$ cat src/rtl/key_event_ctrl_pkg.sv
// rtl/key_event_ctrl_pkg.sv - shared types, widths and helpers for the keypad event sequencer
package key_event_ctrl_pkg;

    localparam int KEY_CODE_W = 4;
    localparam int ROW_W      = 2;
    localparam int COL_N      = 4;

    typedef enum logic [1:0] {
        ST_IDLE = 2'd0,
        ST_WAIT = 2'd1,
        ST_SCAN = 2'd2
    } state_e;

    // Index of the lowest set bit; returns 0 for an empty mask (caller never asks then).
    function automatic logic [1:0] lowest_set_idx(input logic [COL_N-1:0] mask);
        logic [1:0] idx;
        idx = 2'd0;
        for (int i = COL_N - 1; i >= 0; i--) begin
            if (mask[i]) idx = 2'(i);
        end
        return idx;
    endfunction

endpackage

$ cat src/rtl/key_evt_fifo.sv
// rtl/key_evt_fifo.sv - registered sync FIFO holding key events, no fall-through
module key_evt_fifo #(
    parameter  int DEPTH = 8,
    parameter  int W     = 4,
    localparam int LVL_W = $clog2(DEPTH + 1),
    localparam int PTR_W = $clog2(DEPTH)
) (
    input  logic             clk,
    input  logic             rst,
    input  logic             push,
    input  logic [W-1:0]     wdata,
    input  logic             pop,
    output logic [W-1:0]     rdata,
    output logic [LVL_W-1:0] level,
    output logic             full,
    output logic             empty,
    output logic             push_drop
);

    logic [W-1:0]     mem_q [DEPTH];
    logic [PTR_W-1:0] wr_ptr_q, rd_ptr_q;
    logic [LVL_W-1:0] level_q, level_d;
    logic             do_push, do_pop;

    // A pop in the same cycle frees the slot, so a push into a full FIFO still lands.
    always_comb begin
        empty     = (level_q == '0);
        full      = (level_q == LVL_W'(DEPTH));
        do_pop    = pop && !empty;
        do_push   = push && (!full || do_pop);
        push_drop = push && !do_push;
        level_d   = level_q;
        if (do_push && !do_pop) level_d = level_q + LVL_W'(1);
        if (!do_push && do_pop) level_d = level_q - LVL_W'(1);
    end

    // Storage, pointers and occupancy; pointers wrap naturally at the power-of-two depth.
    always_ff @(posedge clk or posedge rst) begin
        if (rst) begin
            for (int i = 0; i < DEPTH; i++) mem_q[i] <= '0;
            wr_ptr_q <= '0;
            rd_ptr_q <= '0;
            level_q  <= '0;
        end else begin
            if (do_push) begin
                mem_q[wr_ptr_q] <= wdata;
                wr_ptr_q        <= wr_ptr_q + PTR_W'(1);
            end
            if (do_pop) rd_ptr_q <= rd_ptr_q + PTR_W'(1);
            level_q <= level_d;
        end
    end

    assign rdata = mem_q[rd_ptr_q];
    assign level = level_q;

endmodule

$ cat src/rtl/key_event_ctrl.sv
// rtl/key_event_ctrl.sv - turns scanner row results into a queue of key-press events
module key_event_ctrl
    import key_event_ctrl_pkg::*;
#(
    parameter int DEPTH   = 8,
    parameter int CAP_DLY = 2
) (
    input  logic                         clk,
    input  logic                         rst,
    input  logic                         row_rdy,
    input  logic [ROW_W-1:0]             row_idx,
    input  logic [COL_N-1:0]             col_n,
    output logic                         key_valid,
    output logic [KEY_CODE_W-1:0]        key_code,
    input  logic                         key_ready,
    output logic [$clog2(DEPTH+1)-1:0]   fifo_level,
    output logic                         key_irq,
    output logic                         ovf,
    input  logic                         ovf_clr
);

    localparam int DLY_W    = (CAP_DLY > 1) ? $clog2(CAP_DLY) : 1;
    localparam int DLY_INIT = (CAP_DLY > 0) ? CAP_DLY - 1 : 0;

    state_e           state_q, state_d;
    logic [DLY_W-1:0] dly_q, dly_d;
    logic [COL_N-1:0] pend_q, pend_d;
    logic [ROW_W-1:0] row_q, row_d;
    logic             ovf_q, ovf_d;
    logic             push, lost_row, push_drop, fifo_full, fifo_empty;
    logic [1:0]       scan_col;

    assign scan_col = lowest_set_idx(pend_q);

    // Next-state: settle delay, mask capture, one key code per cycle while scanning.
    always_comb begin
        state_d  = state_q;
        dly_d    = dly_q;
        pend_d   = pend_q;
        row_d    = row_q;
        push     = 1'b0;
        lost_row = 1'b0;
        case (state_q)
            ST_IDLE: begin
                if (row_rdy) begin
                    if (CAP_DLY == 0) begin
                        pend_d  = ~col_n;
                        row_d   = row_idx;
                        state_d = (col_n != '1) ? ST_SCAN : ST_IDLE;
                    end else begin
                        dly_d   = DLY_W'(DLY_INIT);
                        state_d = ST_WAIT;
                    end
                end
            end
            ST_WAIT: begin
                lost_row = row_rdy;
                if (dly_q == '0) begin
                    pend_d  = ~col_n;
                    row_d   = row_idx;
                    state_d = (col_n != '1) ? ST_SCAN : ST_IDLE;
                end else begin
                    dly_d = dly_q - DLY_W'(1);
                end
            end
            ST_SCAN: begin
                lost_row = row_rdy;
                push     = 1'b1;
                pend_d   = pend_q & ~(COL_N'(1) << scan_col);
                if (pend_d == '0) state_d = ST_IDLE;
            end
            default: state_d = ST_IDLE;
        endcase
        // A new loss outranks a clear arriving in the same cycle.
        if (lost_row || push_drop) ovf_d = 1'b1;
        else if (ovf_clr)          ovf_d = 1'b0;
        else                       ovf_d = ovf_q;
    end

    // Controller state register.
    always_ff @(posedge clk or posedge rst) begin
        if (rst) begin
            state_q <= ST_IDLE;
            dly_q   <= '0;
            pend_q  <= '0;
            row_q   <= '0;
            ovf_q   <= 1'b0;
        end else begin
            state_q <= state_d;
            dly_q   <= dly_d;
            pend_q  <= pend_d;
            row_q   <= row_d;
            ovf_q   <= ovf_d;
        end
    end

    key_evt_fifo #(
        .DEPTH (DEPTH),
        .W     (KEY_CODE_W)
    ) u_fifo (
        .clk       (clk),
        .rst       (rst),
        .push      (push),
        .wdata     ({row_q, scan_col}),
        .pop       (key_ready),
        .rdata     (key_code),
        .level     (fifo_level),
        .full      (fifo_full),
        .empty     (fifo_empty),
        .push_drop (push_drop)
    );

    assign key_valid = !fifo_empty;
    assign key_irq   = !fifo_empty;
    assign ovf       = ovf_q;

endmodule

$ cat config.mk
export PLATFORM = sky130hd
export DESIGN_NAME = key_event_ctrl
export DESIGN_NICKNAME = d
export VERILOG_FILES = /design/src/rtl/key_event_ctrl_pkg.sv /design/src/rtl/key_evt_fifo.sv /design/src/rtl/key_event_ctrl.sv
export SDC_FILE = /design/constraint.sdc
export NUM_CORES = 1
export LEC_CHECK = 0
export BUFFER_PORTS_ARGS = -buffer_cell sky130_fd_sc_hd__buf_2
export CORE_MARGIN = 2
export CORE_UTILIZATION = 55
export CTS_CLUSTER_DIAMETER = 30
export DETAILED_ROUTE_END_ITERATION = 6
export GPL_TIMING_DRIVEN = 0
export PLACE_DENSITY = 0.74
export SLEW_MARGIN = 20
export SYNTH_ARGS = -nofsm -noshare
export SYNTH_HDL_FRONTEND = slang
export SYNTH_SLANG_ARGS = --single-unit
$ cat constraint.sdc
create_clock -name clk -period 2.97 [get_ports clk]
set_input_delay 0.7425 -clock clk [delete_from_list [all_inputs] [get_ports clk]]
set_output_delay 0.7425 -clock clk [all_outputs]
set_load 0.005 [all_outputs]
* Word level (Yosys, flattened, before mapping)
Cells that the tools add are included.
** Operators by class
- Magnitude comparators :: 3
- Equality and inequality tests :: 7
- Reductions and logical operators :: 24
- Shift operators :: 1
- Mux-type cells :: 26
- $add $sub $neg :: 5
- Bitwise logic cells :: 6
** Operators by type and width (count)
- $bwmux 32 :: 1
- $mux 4 :: 6
- $mux 2 :: 8
- $bmux 4 s3 :: 1
- $demux 4 s3 :: 1
- $ge 4x4->1 const B :: 2
- $logic_not 4->1 :: 2
- $not 3->4 :: 2
- $not 4->4 :: 2
- $pmux 4 s2 :: 1
- $reduce_bool 2->1 :: 4
- $add 3x1->3 const B :: 2
- $logic_and 1x1->1 :: 6
- $mux 1 :: 6
- $ne 2x2->1 const B :: 3
- $pmux 2 s3 :: 1
- $reduce_and 2->1 :: 3
- $add 4x1->4 const B :: 1
- $and 4x4->4 :: 1
- $eq 4x4->1 const B :: 1
- $logic_not 1->1 :: 4
- $lt 4x1->1 const B :: 1
- $ne 4x4->1 const B :: 1
- $shl 1x2->4 const A :: 1
- 10 further kinds :: 11
** Storage, ports and cells
- Input bits :: 11
- Output and inout bits :: 11
- Word-level logic and storage cells :: 88
- Bits in registers :: 52

* Logic depth before layout (Yosys ltp)
- Word-level depth :: 10
- Mapped depth :: 10
- Mapped depth without buffers :: 10

* Hierarchy
Synthesis repeated with hierarchy kept, for this count alone.
** Unflattened totals
- Cells, all modules :: 221
- Area total of the unflattened synthesis :: 2842.7 um2
** By module, submodules not included
- key_evt_fifo :: area an instance 2210.9 um2, times used 1, cells an instance 150, sequential area each 1051.0 um2
- key_event_ctrl :: area an instance 631.9 um2, times used 1, cells an instance 71, sequential area each 250.2 um2

* Least setup slack after synthesis
No wires, ideal clock.
- Kind :: flip-flop to flip-flop
- Start point :: register u_fifo.level_q[0] (netlist: u_fifo.level[0])
- End point :: register u_fifo.level_q[3] (netlist: u_fifo.level[3])
- Path buffers :: 0
- Data arrival time :: 2231 ps
- Required time :: 2891 ps
- Library setup time :: 79 ps
- Stages on the path, launching flop included :: 11
- Period minus slack after synthesis :: 2310 ps
- Setup slack :: 660 ps
- Cell sequence :: dfrtp_1 > nor3_1 > or2b_1 > nand2_1 > inv_1 > ha_1 > ha_1 > a21oi_1 > a21oi_1 > nor3_1 > xor2_1
** On the way
- Cells in the longest elaborated chain, start to end :: 8
- Elaborated cells on any way between the ends :: 16
- Those cells by class :: add/sub (2); eq/ne (1); mux (2); reduce/logical (11)
** Ends and longest elaborated chain
- start: declaration :: RTL line key_evt_fifo.sv:22 : logic [LVL_W-1:0] level_q, level_d;
- start signal: assignment :: RTL line key_evt_fifo.sv:50 : level_q <= level_d;
- $logic_not 4->1 (*) :: RTL line key_evt_fifo.sv:27 : empty = (level_q == '0);
- $logic_not 1->1 (*)
- net key_irq :: RTL line key_event_ctrl.sv:17 : output logic key_irq,
- $logic_and 1x1->1 (*) :: RTL line key_evt_fifo.sv:29 : do_pop = pop && !empty;
- net u_fifo.do_pop :: RTL line key_evt_fifo.sv:23 : logic do_push, do_pop;
- $logic_or 1x1->1 :: RTL line key_evt_fifo.sv:30 : do_push = push && (!full || do_pop);
- $logic_and 1x1->1 :: RTL line key_evt_fifo.sv:30
- $logic_not 1->1 :: RTL line key_evt_fifo.sv:34 : if (!do_push && do_pop) level_d = level_q - LVL_W'(1);
- $logic_and 1x1->1 :: RTL line key_evt_fifo.sv:34
- $mux 4 or $reduce_bool 2->1 (tied branches)
The timed path passes the listed nets; every way through them passes the cells marked *. The select of a mux whose other input is x is not followed.
A chain may end at the register's enable or synchronous reset.

* Final worst setup path
- Start point :: register state_q[0]
- End point :: register u_fifo.level_q[3] (netlist: u_fifo.level[3])
** On the way
- Cells in the longest elaborated chain, start to end :: 6
- Elaborated cells on any way between the ends :: 8
- Those cells by class :: eq/ne (1); mux (2); reduce/logical (5)
** Ends and longest elaborated chain
- start: declaration :: RTL line key_event_ctrl.sv:25 : state_e state_q, state_d;
- start signal: assignment :: RTL line key_event_ctrl.sv:89 : state_q <= state_d;
- $eq 2x2->1 (*) :: RTL line key_event_ctrl.sv:43 : case (state_q)
- $mux 1 (*) :: RTL line key_event_ctrl.sv:43
- $logic_and 1x1->1 (*) :: RTL line key_evt_fifo.sv:30
- $logic_not 1->1 :: RTL line key_evt_fifo.sv:34
- $logic_and 1x1->1 :: RTL line key_evt_fifo.sv:34
- $mux 4 or $reduce_bool 2->1 (tied branches)
Mark *: on every way between the ends. The rest lies on a longest branch, timed or not.

==> results.md <==
* WL final at 4840 um
* Port buffer count at 21
* Total GRT Usage at 0.208
* Vias at 1,622
* Reg2Reg Setup Slack at 0.17 ns
* Synth top area cells: dfrtp_1 50%, mux2_2 19%, mux4_2 7.0%, ha_1 3.9%, nor4b_4 1.8%
* Die Area at 5260 um2
* Hold_buf cts at 0
* Fin. max-slew vios at 0
* Synthesized area at 2580 um2
* Main combinational cell family by area after synthesis: multiplexers
* Root Driver: clkbuf_8
* Dpl cells at 260
* Syn Area/Cell at 13.9 um2
* Die Ht at 72.5 um
* DIE WIDTH at 72.5 um
* Clock buffer depth at 2
* Cell Rows at 24
* Num CTS Buffers at 5
* Via/cell ratio at 6.12
* Final core occ at 0.639
* Worst flop-to-flop path endpoint: u_fifo.level[3]$_DFFE_PP0P_
* Setup TNS Final at 0 ns
* Area Growth Syn to Fin at 10.0%
* Complex-gate fraction of the synthesized area at 0.0354
* Leakage at 0.00128 uW
* Syn nets at 206
* Warnings from Yosys at 0
* Total power per unit cell area at 1090 nW/um2
* Post-synthesis sequential area ratio at 0.504
* Post-synthesis xor/xnor area fraction at 0.0237
* Detailed-placement wirelength estimate at 3720 um
* # IOs at 22
* FF-to-FF path depth at 10
* Pin count of the biggest net entering global routing at 31
* Fmax at 0.357 GHz
* Multi-input logic area at 1230 um2
* Flops & latches, synth at 52
* CTS sink cnt at 52
* Status: complete, no violations
* Initial antenna violation count at 0
* Setup bufs post-CTS at 0
* Post-DR wirelength/cell at 18.3 um
* DRT Pass-1 Iters at 5
* Total grt overflow at 0
* Minimum clock period at 2.80 ns
* Startpoint type of the worst setup path: flip-flop
* Critical Path AT at 3.03 ns
* Netlist cell types at 35
* Register area at 1300 um2
* Post-synthesis simple-gate area fraction at 0.106
* Setup-failing EPs final at 0
* Detail Route Antenna Nets at 0
* Initial drt markers at 77
* Antenna diodes at 0
* Initial Utilization at 0.581
* Max FO, Critical Path at 10
* CTS tree: done
* Clock latency at the later pin of the worst-skew pair at 0.29 ns
* Residual DRC at 0
* Worst Tran Pin Value at 0.825 ns
* Worst min path class: primary input to asynchronous set/reset pin
* Fin cells at 265
* GPL Wtd Cong at 0.791
* First-pass GRT wire length at 8330 um
* Adder-Cell Fraction of Synth Area at 0.0465
* Yosys top cell area share at 0.504
* Worst Setup Path Type: flip-flop to flip-flop
* Layout cells sized above 1 at 0.413
* CTS HTree Levels at 2
* Synth area leader: dfrtp_1
* Critical path required time at 3.19 ns
* Maxcap violations at 0
* RSZ-0062 raised after global routing: false
* Worst R2R Start: state_q[0]$_DFFE_PP0P_
* CP endpoint kind: flip-flop
* Fillers at 343
* Post-synthesis mux area share at 0.265
* Crit share post-route at 0.944
* Post-Syn Instances at 186
* Max-slew headroom at 0.445
* Core area at 4440 um2
* Clock Skew at 0.00655 ns
* Peak VDD IR at 494 uV
* Vias in the first global route at 1,772
* Resized cells post-CTS at 0
* Reg clk slew, reported paths at 0.08 ns
* Final net count at 235
* Final Hold Vio Count at 0
-- synth_stat cells --
| cell type | number |
|---|---|
| dfrtp_1 | 52 |
| mux2_2 | 43 |
| nand2_1 | 12 |
| ha_1 | 8 |
| inv_1 | 8 |
| mux4_2 | 8 |
| xnor2_1 | 5 |
| a21oi_1 | 4 |
| nand3_1 | 4 |
| nand4_1 | 3 |
| nor2b_1 | 3 |
| nor3_1 | 3 |
| o21ai_0 | 3 |
| buf_2 | 2 |
| mux2i_1 | 2 |
| nand2b_1 | 2 |
| nand3b_1 | 2 |
| nand4b_1 | 2 |
| nor2_1 | 2 |
| nor4b_4 | 2 |
| xor2_1 | 2 |
| a221o_1 | 1 |
| a31oi_1 | 1 |
| and3_1 | 1 |
| and3b_4 | 1 |
| buf_4 | 1 |
| clkbuf_1 | 1 |
| fa_1 | 1 |
| nor3_4 | 1 |
| nor3b_2 | 1 |
| o211ai_1 | 1 |
| o311ai_2 | 1 |
| o31ai_1 | 1 |
| o32ai_1 | 1 |
| or2b_1 | 1 |
-- worst max path at each step --
stage	start	end	slack (ns)	cells past startpoint
floorplan	u_fifo.level[0]$_DFFE_PP0P_	u_fifo.level[3]$_DFFE_PP0P_	0.66	10
global placement	state_q[0]$_DFFE_PP0P_	u_fifo.level[3]$_DFFE_PP0P_	0.43	10
detailed placement	state_q[0]$_DFFE_PP0P_	u_fifo.level[3]$_DFFE_PP0P_	0.24	10
CTS	state_q[0]$_DFFE_PP0P_	u_fifo.level[3]$_DFFE_PP0P_	0.21	10
global route	state_q[0]$_DFFE_PP0P_	u_fifo.level[3]$_DFFE_PP0P_	0.006	10
finish	state_q[0]$_DFFE_PP0P_	u_fifo.level[3]$_DFFE_PP0P_	0.17	10
-- power breakdown --
group	internal [uW]	switching [uW]
Combinational	775	637
Clock	152	200
Sequential	1040	286
Total	1970	1120
-- cells in the final DEF, fill, tap and decap left out, types with 2 or more instances in the layout --
cell type   n
mux2i_1     2
mux4_2      8
nand2b_1    2
nand2_1    12
inv_1       7
a21oi_1     4
xor2_1      2
mux2_2     43
nor2_1      2
nand4b_1    2
ha_1        8
o21ai_0     3
buf_2      23
nor3_1      3
nand4_1     3
nand3_1     4
dfrtp_1    52
clkbuf_8    5
xnor2_1     5
nor2b_1     3
nand3b_1    2
nor4b_4     2
-- final cells by class --
cell class / instances / area share
Sequential cell: 52 / 0.458
Multi-Input combinational cell: 122 / 0.433
Timing Repair Buffer: 22 / 0.0440
Clock buffer: 5 / 0.0242
Tap cell: 52 / 0.0229
Inverter: 8 / 0.0106
Buffer: 4 / 0.00749
-- state kept, by name, indices dropped and copies added, names as in the netlist --
| register | cells |
|---|---|
| u_fifo.level | 4 |
| state_q | 2 |
| dly_q | 1 |
| u_fifo.mem_q | 32 |
| u_fifo.rd_ptr_q | 3 |
| ovf | 1 |
| pend_q | 4 |
| row_q | 2 |
| u_fifo.wr_ptr_q | 3 |
-- through the flow --
stage	area [um2]	power, uW	worst slack [ns]	hold WS [ns]
floorplan	2580	2330	0.660	0.465
detailed placement	2770	2760	0.242	0.492
global route	2840	3320	0.00604	0.498
finish	2840	3090	0.165	0.473
CTS	2840	3110	0.211	0.484
global placement	2750	2610	0.425	0.483
-- routing by layer --
layer / up-vias / global-route usage / wire length, um
li1: 739 / - / -
met1: 845 / 0.256 / 1990
met2: 33 / 0.376 / 2650
met3: 5 / 0.0389 / 164
met4: 0 / 0.0556 / 35
met5: - / 0 / 0
-- cell families (layout without fill, tap and decap cells) --
kind of cell             count (synthesis)  in the layout
multiplexers                            53             53
flip-flops                              52             52
AND/OR/NAND/NOR                         40             40
AO/OA/AOI/OAI                           13             13
buffers and inverters                   12             39
adder cells (fa/ha/maj)                  9              9
XOR/XNOR                                 7              7
-- critical path: stages, from the launching register on --
cell and delay, ns:
dfrtp_1 0.42, inv_1 0.11, ha_1 0.26, clkbuf_1 0.41, nand2_1 0.19, ha_1 0.27, ha_1 0.34, a21oi_1 0.22
a21oi_1 0.10, nor3_1 0.25, xor2_1 0.16
Power figures use the tool's default switching activity.
